===== src/rtl/seg7_scan_driver.sv =====
// seg7_scan_driver: time-multiplexed hex display driver for NUM_DIGITS
// 7-segment digits that share one segment bus.
// A loaded word waits in a pending register and is copied into the display
// shadow only when the scan wraps, so a frame never mixes two values.
// Optional feature macro: SEG7_BLINK_EN adds blink_mask and BLINK_FRAMES.
//
// Handshake: load is a plain 1-cycle strobe with no ready; every cycle with
// load=1 captures value_in, and the latest capture before a wrap wins.
module seg7_scan_driver #(
  parameter int NUM_DIGITS   = 8,
  parameter int SCAN_DIV     = 50000
`ifdef SEG7_BLINK_EN
  ,
  parameter int BLINK_FRAMES = 250
`endif
) (
  input  logic                    clk,
  input  logic                    rst,
  input  logic [4*NUM_DIGITS-1:0] value_in,
  input  logic                    load,
  input  logic                    lz_blank,
  input  logic [NUM_DIGITS-1:0]   digit_en,
`ifdef SEG7_BLINK_EN
  input  logic [NUM_DIGITS-1:0]   blink_mask,
`endif
  output logic [6:0]              seg_out,
  output logic [NUM_DIGITS-1:0]   dig_sel,
  output logic                    frame_done
);

  localparam int IW = (NUM_DIGITS > 1) ? $clog2(NUM_DIGITS) : 1;
  localparam int DW = $clog2(SCAN_DIV);
  localparam logic [IW-1:0] IDX_LAST = IW'(NUM_DIGITS - 1);
  localparam logic [DW-1:0] DIV_LAST = DW'(SCAN_DIV - 1);

  logic [DW-1:0]           div_q, div_d;
  logic [IW-1:0]           idx_q, idx_d;
  logic                    tc, wrap, fd_d;
  logic [4*NUM_DIGITS-1:0] pend_val_q, shadow_q;
  logic                    pend_flag_q;
  logic [6:0]              seg_q, seg_d;
  logic [NUM_DIGITS-1:0]   dig_q, dig_d;
  logic                    frame_done_q;
  logic [NUM_DIGITS-1:0]   lz_vec, blank_vec;
  logic                    zero_above;
  logic [3:0]              nib;
  logic                    cur_blank;
  logic                    blink_phase;

  // Active-low decode, bit order {g,f,e,d,c,b,a}.
  function automatic logic [6:0] hex_to_seg(input logic [3:0] h);
    case (h)
      4'h0: hex_to_seg = 7'h40;
      4'h1: hex_to_seg = 7'h79;
      4'h2: hex_to_seg = 7'h24;
      4'h3: hex_to_seg = 7'h30;
      4'h4: hex_to_seg = 7'h19;
      4'h5: hex_to_seg = 7'h12;
      4'h6: hex_to_seg = 7'h02;
      4'h7: hex_to_seg = 7'h78;
      4'h8: hex_to_seg = 7'h00;
      4'h9: hex_to_seg = 7'h10;
      4'hA: hex_to_seg = 7'h08;
      4'hB: hex_to_seg = 7'h03;
      4'hC: hex_to_seg = 7'h46;
      4'hD: hex_to_seg = 7'h21;
      4'hE: hex_to_seg = 7'h06;
      default: hex_to_seg = 7'h0E;
    endcase
  endfunction

  // Divider/index next state; frame_done is registered one cycle early so it
  // is high exactly during the wrap cycle.
  always_comb begin
    tc    = (div_q == DIV_LAST);
    wrap  = tc && (idx_q == IDX_LAST);
    div_d = tc ? '0 : div_q + 1'b1;
    idx_d = idx_q;
    if (tc) idx_d = (idx_q == IDX_LAST) ? '0 : idx_q + 1'b1;
    fd_d  = (div_d == DIV_LAST) && (idx_d == IDX_LAST);
  end

  // Per-digit blanking: leading zeros (never digit 0), enable mask, blink.
  always_comb begin
    lz_vec     = '0;
    zero_above = 1'b1;
    for (int i = NUM_DIGITS - 1; i >= 0; i--) begin
      zero_above = zero_above & (shadow_q[4*i +: 4] == 4'h0);
      lz_vec[i]  = zero_above;
    end
    lz_vec[0] = 1'b0;
    blank_vec = ~digit_en | ({NUM_DIGITS{lz_blank}} & lz_vec);
`ifdef SEG7_BLINK_EN
    blank_vec = blank_vec | ({NUM_DIGITS{blink_phase}} & blink_mask);
`endif
  end

  // Output next state for the digit currently addressed by the index.
  always_comb begin
    nib       = shadow_q[{idx_q, 2'b00} +: 4];
    cur_blank = blank_vec[idx_q];
    seg_d     = cur_blank ? 7'h7F : hex_to_seg(nib);
    dig_d     = '1;
    if (!cur_blank) dig_d[idx_q] = 1'b0;
  end

  // Scan timing and registered outputs; reset aborts the scan at once.
  always_ff @(posedge clk or negedge rst) begin
    if (!rst) begin
      div_q        <= '0;
      idx_q        <= '0;
      frame_done_q <= 1'b0;
      seg_q        <= 7'h7F;
      dig_q        <= '1;
    end else begin
      div_q        <= div_d;
      idx_q        <= idx_d;
      frame_done_q <= fd_d;
      seg_q        <= seg_d;
      dig_q        <= dig_d;
    end
  end

  // Pending/shadow transfer; a load coinciding with the wrap bypasses pending.
  always_ff @(posedge clk or negedge rst) begin
    if (!rst) begin
      pend_val_q  <= '0;
      pend_flag_q <= 1'b0;
      shadow_q    <= '0;
    end else if (wrap) begin
      if (load) begin
        shadow_q   <= value_in;
        pend_val_q <= value_in;
      end else if (pend_flag_q) begin
        shadow_q   <= pend_val_q;
      end
      pend_flag_q <= 1'b0;
    end else if (load) begin
      pend_val_q  <= value_in;
      pend_flag_q <= 1'b1;
    end
  end

`ifdef SEG7_BLINK_EN
  localparam int FW = (BLINK_FRAMES > 1) ? $clog2(BLINK_FRAMES) : 1;
  localparam logic [FW-1:0] FRM_LAST = FW'(BLINK_FRAMES - 1);
  logic [FW-1:0] frame_cnt_q;

  // Count completed frames and flip the blink phase every BLINK_FRAMES.
  always_ff @(posedge clk or negedge rst) begin
    if (!rst) begin
      frame_cnt_q <= '0;
      blink_phase <= 1'b0;
    end else if (wrap) begin
      if (frame_cnt_q == FRM_LAST) begin
        frame_cnt_q <= '0;
        blink_phase <= ~blink_phase;
      end else begin
        frame_cnt_q <= frame_cnt_q + 1'b1;
      end
    end
  end
`else
  assign blink_phase = 1'b0;
`endif

  assign seg_out    = seg_q;
  assign dig_sel    = dig_q;
  assign frame_done = frame_done_q;

endmodule


===== config.mk =====
export PLATFORM = sky130hd
export DESIGN_NAME = seg7_scan_driver
export DESIGN_NICKNAME = d
export VERILOG_FILES = /design/src/rtl/seg7_scan_driver.sv
export SDC_FILE = /design/constraint.sdc
export NUM_CORES = 1
export LEC_CHECK = 0
export CAP_MARGIN = 20
export CORE_UTILIZATION = 60
export DETAILED_ROUTE_END_ITERATION = 16
export MAX_ROUTING_LAYER = met4
export PLACE_DENSITY = 0.88
export RECOVER_POWER = 25
export SYNTH_ARGS = -nofsm -noshare
export SYNTH_HDL_FRONTEND = slang
export SYNTH_SLANG_ARGS = --single-unit

===== constraint.sdc =====
create_clock -name clk -period 6.2 [get_ports clk]
set_input_delay 0.93 -clock clk [delete_from_list [all_inputs] [get_ports clk]]
set_output_delay 0.93 -clock clk [all_outputs]
set_load 0.05 [all_outputs]

# After elaboration in Yosys (flattened, before gate mapping)
# Memory sizes are Yosys's and may differ from the RTL's.
# Cells that the tools add are included.
dict set report totals {
  output_inout_bits 16
  romBits 112
  memories 1
  mem_bits_rw 0
  elab_cells 54
  ff_bits 100
  latch_bits 0
  input_bits 44
}
dict set report classes {
  div_mod_pow 0
  shifts 1
  n_lt_le_gt_ge 2
  n_reduce_logical 13
  bitwise 10
  eq_ne 4
  n_mul 0
  n_addsub 2
  mux 13
}
# memory words word_bits rd rd_clocked_by_memory_dff write_ports line
set memory_table {}
lappend memory_table {{(no name shown)} 16 7 1 0 0 52} ;# case (h)
# op n
set op_table {}
lappend op_table {{$mux 32} 2}
lappend op_table {{$eq 16x16->1 const B} 2}
lappend op_table {{$shiftx 32x6->4} 1}
lappend op_table {{$logic_not 4->1} 7}
lappend op_table {{$add 16x1->16 const B} 1}
lappend op_table {{$mux 16} 1}
lappend op_table {{$not 8->8} 2}
lappend op_table {{$and 8x8->8} 1}
lappend op_table {{$mux 8} 1}
lappend op_table {{$or 8x8->8} 1}
lappend op_table {{$mux 7} 1}
lappend op_table {{$and 1x1->1} 6}
lappend op_table {{$eq 3x3->1 const B} 2}
lappend op_table {{$mux 3} 2}
lappend op_table {{$lt 3x4->1 const B} 1}
lappend op_table {{$mux 1} 4}
lappend op_table {{$reduce_bool 2->1} 2}
lappend op_table {{$add 3x1->3 const B} 1}
lappend op_table {{$bmux 1 s3} 1}
lappend op_table {{$demux 1 s3} 1}
lappend op_table {{$ge 3x1->1 const B} 1}
lappend op_table {{$logic_and 1x1->1} 3}
lappend op_table {{$reduce_and 2->1} 1}

# Longest topological paths before layout
dict set report depth {
  word_depth 12
  ltp_mapped 10
  depth_no_buf 8
}

# Least setup slack after synthesis
# Ideal clock, no wire load.
dict set report synth_path {
  path_type {register -> register}
  startpoint {reg idx_q[2]}
  endpoint {reg seg_q[1] (netlist: seg_out[1])}
  slack_ns 3.722
  path_buffers 2
  setup_ns 0.100
  required_time_ns 6.100
  arrival_ns 2.378
  period_less_slack_ns 2.478
  stages_incl_launch_ff 9
  path_cell_list {dfrtp_1 clkbuf_1 clkbuf_1 mux4_2 mux2i_1 ha_1 mux2_2 a21oi_1 nand4_1}
}
dict set report synth_via {
  elab_chain_len 3
  elab_cells_between_ends 5
  cone_classes {shift: 1; mux: 3; memory: 1}
}
# item line
set synth_lines {}
lappend synth_lines {{start: declaration} 37} ;# logic [IW-1:0] idx_q, idx_d;
lappend synth_lines {{start signal: assignment} 117} ;# idx_q <= idx_d;
lappend synth_lines {{$shiftx 32x6->4 / $bmux 1 s3 (equally long branches)} {100, 101}}
lappend synth_lines {{$mem_v2 16x7 / $mux 1 (equally long branches)} --}
lappend synth_lines {{$mux 7 (*)} 102} ;# seg_d = cur_blank ? 7'h7F : hex_to_seg(nib);
lappend synth_lines {{named net seg_d[1]} 41} ;# logic [6:0] seg_q, seg_d;
lappend synth_lines {{end signal: assignment} 119} ;# seg_q <= seg_d;
lappend synth_lines {{end: declaration} 41}
# The timed path passes the listed nets; every way through them passes the cells marked *. The select of a mux whose other input is x is not followed.
# A chain may end at the register's enable or synchronous reset.

# Worst setup path after layout
dict set report layout_path {
  startpoint {reg idx_q[1]}
  endpoint {reg seg_q[6] (netlist: seg_out[6])}
}
# The elaborated chain is that of the path after synthesis.

==> metrics <==
Slew @ Worst Pin=2.55 ns; asr flop ratio synth=100%; initial detailed-routing violation count=~230; RSZ-0062 raised after global routing=no; Peak Freq=323 MHz; Synth area leaders=dfrtp_1 (45%), mux2_2 (16%), dfstp_2 (8.3%); max_cap viols=1; share of the synthesized area in the top cell type=45.0%; crit path buf inv count=1; synthesized net count=421; CP max FO=16; max incr delay on CP=0.79 ns; vias=3,185; area occupied by registers=2520 sq um; Crit path arrival time=3.34 ns; clk sinks=100; Inserted Diodes=0; commonest cells after routing, fill and taps aside=dfrtp_1 (85), mux2_2 (69), clkdlybuf4s50_1 (58), nand4_1 (17); Place WS=2.84 ns; RR Endpoint=seg_out[6]; Hold Path Origin=pend_val_q[2]; Netlist cell types=49; die footprint=8240 sq um; TritonCTS clock tree=done; DRC=0; I/O Pins=60; Area Growth Syn to Fin=18.5%; HPWL Detailed=6640 microns; Clock Path Buffers=2; Final Max Tran Viols=50; Required @ worst endpoint=6.45 ns; fin cells=526; gr ovfl total=0; die span in x=90.8 microns; worst-case reg-to-reg path depth=7; WS Path Type=reg -> reg; Syn. warnings=0; fin nets=473; Fin. Hold Viols=0; hold_buf cts=0; CP cell instances=mux4_2 > mux2i_1 > inv_1 > ha_1 > mux2_2 > a2bb2oi_1 > nand4_1; CTS Buf Count=9; Rel. slew slack=-70.3%; setup ws final=slightly above 3 ns; TritonRoute pass-1 iters=5; outcome=finished with violations; endpoints failing setup=0; crit path time final=3.09 ns; P per Cell Area=228 nW/um^2; CP endpoint kind=register; HP Class=reg -> reg; Gate Count Post-Synth=368; Worst setup SP type=register; CTS clk-pin slew, worst paths=0.10 ns; Cells on Worst Hold Path=1; first-pass GRT wire length=16,300 microns; FILL cells=511; Via density=6.06; proportion of layout cells with a drive suffix above 1=27.8%; TNS Setup=0 ns; die height=90.8 microns; Final Cycle Share=49.9%; area of the multi-input gates=2070 sq um; largest net degree at the start of global routing=53; gr usage total=between 20% and 30%; htree depth=3; Post-synth EDFFs=0; Worst VDD drop=approximately 0.00017 V; Seq cells post-synth=100; commonest non-fill, non-tap cell in the layout=dfrtp_1; cell count after placement=between 500 and 600; Total Wirelength=roughly 9600 microns; Yosys top cell by area=dfrtp_1; Post-Syn Area=4730 sq um; Final Wtd Congestion=approximately 0.9; FP Rows=32; Root Driver=clkbuf_8; slowest cell on the critical path=dfrtp_1; vias in the first global route=3,286; Worst path top cell family by delay=multiplexers; Leakage=2.50 nW; I/O Buffers=59; main flop type after synthesis=dfrtp_1; FF-to-FF setup slack=3.11 ns; PostCTS Resize Cnt=0; clk_lat worst skew=around 0.37 ns; Starting Density=61.5%; initial antenna violation count=0; syn avg cell area=12.9 sq um; register area share after synthesis=53.3%; worst r2r src=idx_q[1]; post-route ant nets=0; failing checks=capacitance limit, slew limit; Post-CTS Repair Setup Buffers=0; Worst Clk Skew=~0.0093 ns; Wirelength per Cell=around 18 microns; WHS Endpoint=pend_val_q[2]; Core ar.=7690 sq um
## routing by layer
layer / share of wire [%] / vias up / wire length, microns / global-route usage [%]
li1: - / 1448 / - / -
met1: 42 / 1596 / 4060 / 34.2
met2: 50 / 124 / 4810 / 41.7
met3: 5.0 / 17 / 482 / 5.64
met4: 2.2 / 0 / 208 / 8.33
met5: 0 / - / 0 / -
## through the flow
step	total power, mW	utilization [%]	hold slack (ns)	instance area, sq um
6_report	1.28	72.9	0.504	5600
5_1_grt	1.32	72.9	0.517	5600
4_1_cts	1.29	73.0	0.507	5620
3_5_place_dp	0.790	69.9	0.484	5370
3_3_place_gp	0.786	69.9	0.482	5370
2_1_floorplan	0.735	-	0.469	4730
## flip-flops by register name, indices dropped and copies added, names as in the netlist
signal and flops:
pend_val_q 32, shadow_q 32, div_q 16, dig_sel 8, seg_out 7, idx_q 3
frame_done 1, pend_flag_q 1
## power breakdown
part / leakage (nW) / internal [mW] / total [mW] / switching (mW)
combinational: 1.13 / 0.0485 / 0.0931 / 0.0445
clock: 0.123 / 0.279 / 0.503 / 0.224
sequential: 1.25 / 0.677 / 0.683 / 0.00614
## cell type report
cell class	count	area share (%)
Multi-Input combinational cell	238	36.9
Tap cell	102	2.28
Clock inverter	5	1.92
Sequential cell	100	45.0
Inverter	8	0.536
Timing Repair Buffer	63	11.0
Clock buffer	10	2.46
## cell usage after synthesis (7+ instances only)
master / instances
mux2i_1: 7
inv_1: 8
dfstp_2: 15
mux2_2: 69
nand3_1: 15
dfrtp_1: 85
ha_1: 9
xor2_1: 10
clkbuf_1: 15
nor4_1: 8
nor2_1: 14
nand2_1: 14
mux4_2: 8
nand4_1: 17
## logic make-up after synthesis
| logic type | Yosys count | synth area share [%] |
|---|---|---|
| buf+inv | 30 | 2.72 |
| mux | 85 | 22.0 |
| xor+xnor | 14 | 2.59 |
| simple gates | 106 | 13.4 |
| fa+ha+maj | 9 | 2.38 |
| flops | 100 | 53.3 |
| compound gates | 24 | 3.62 |
## worst max path at each step
stage / start / end / slack (ns) / cells past startpoint
after floorplan: idx_q[2] / seg_out[1] / 3.72 / 8
after global placement: lz_blank / dig_sel[7] / 3.05 / 6
after detailed placement: lz_blank / seg_out[1] / 2.84 / 6
after CTS: idx_q[1] / seg_out[1] / 3.08 / 5
after global routing: rst / idx_q[0] / 2.52 / 2
final: idx_q[1] / seg_out[6] / 3.11 / 7
Power figures use the tool's default switching activity.
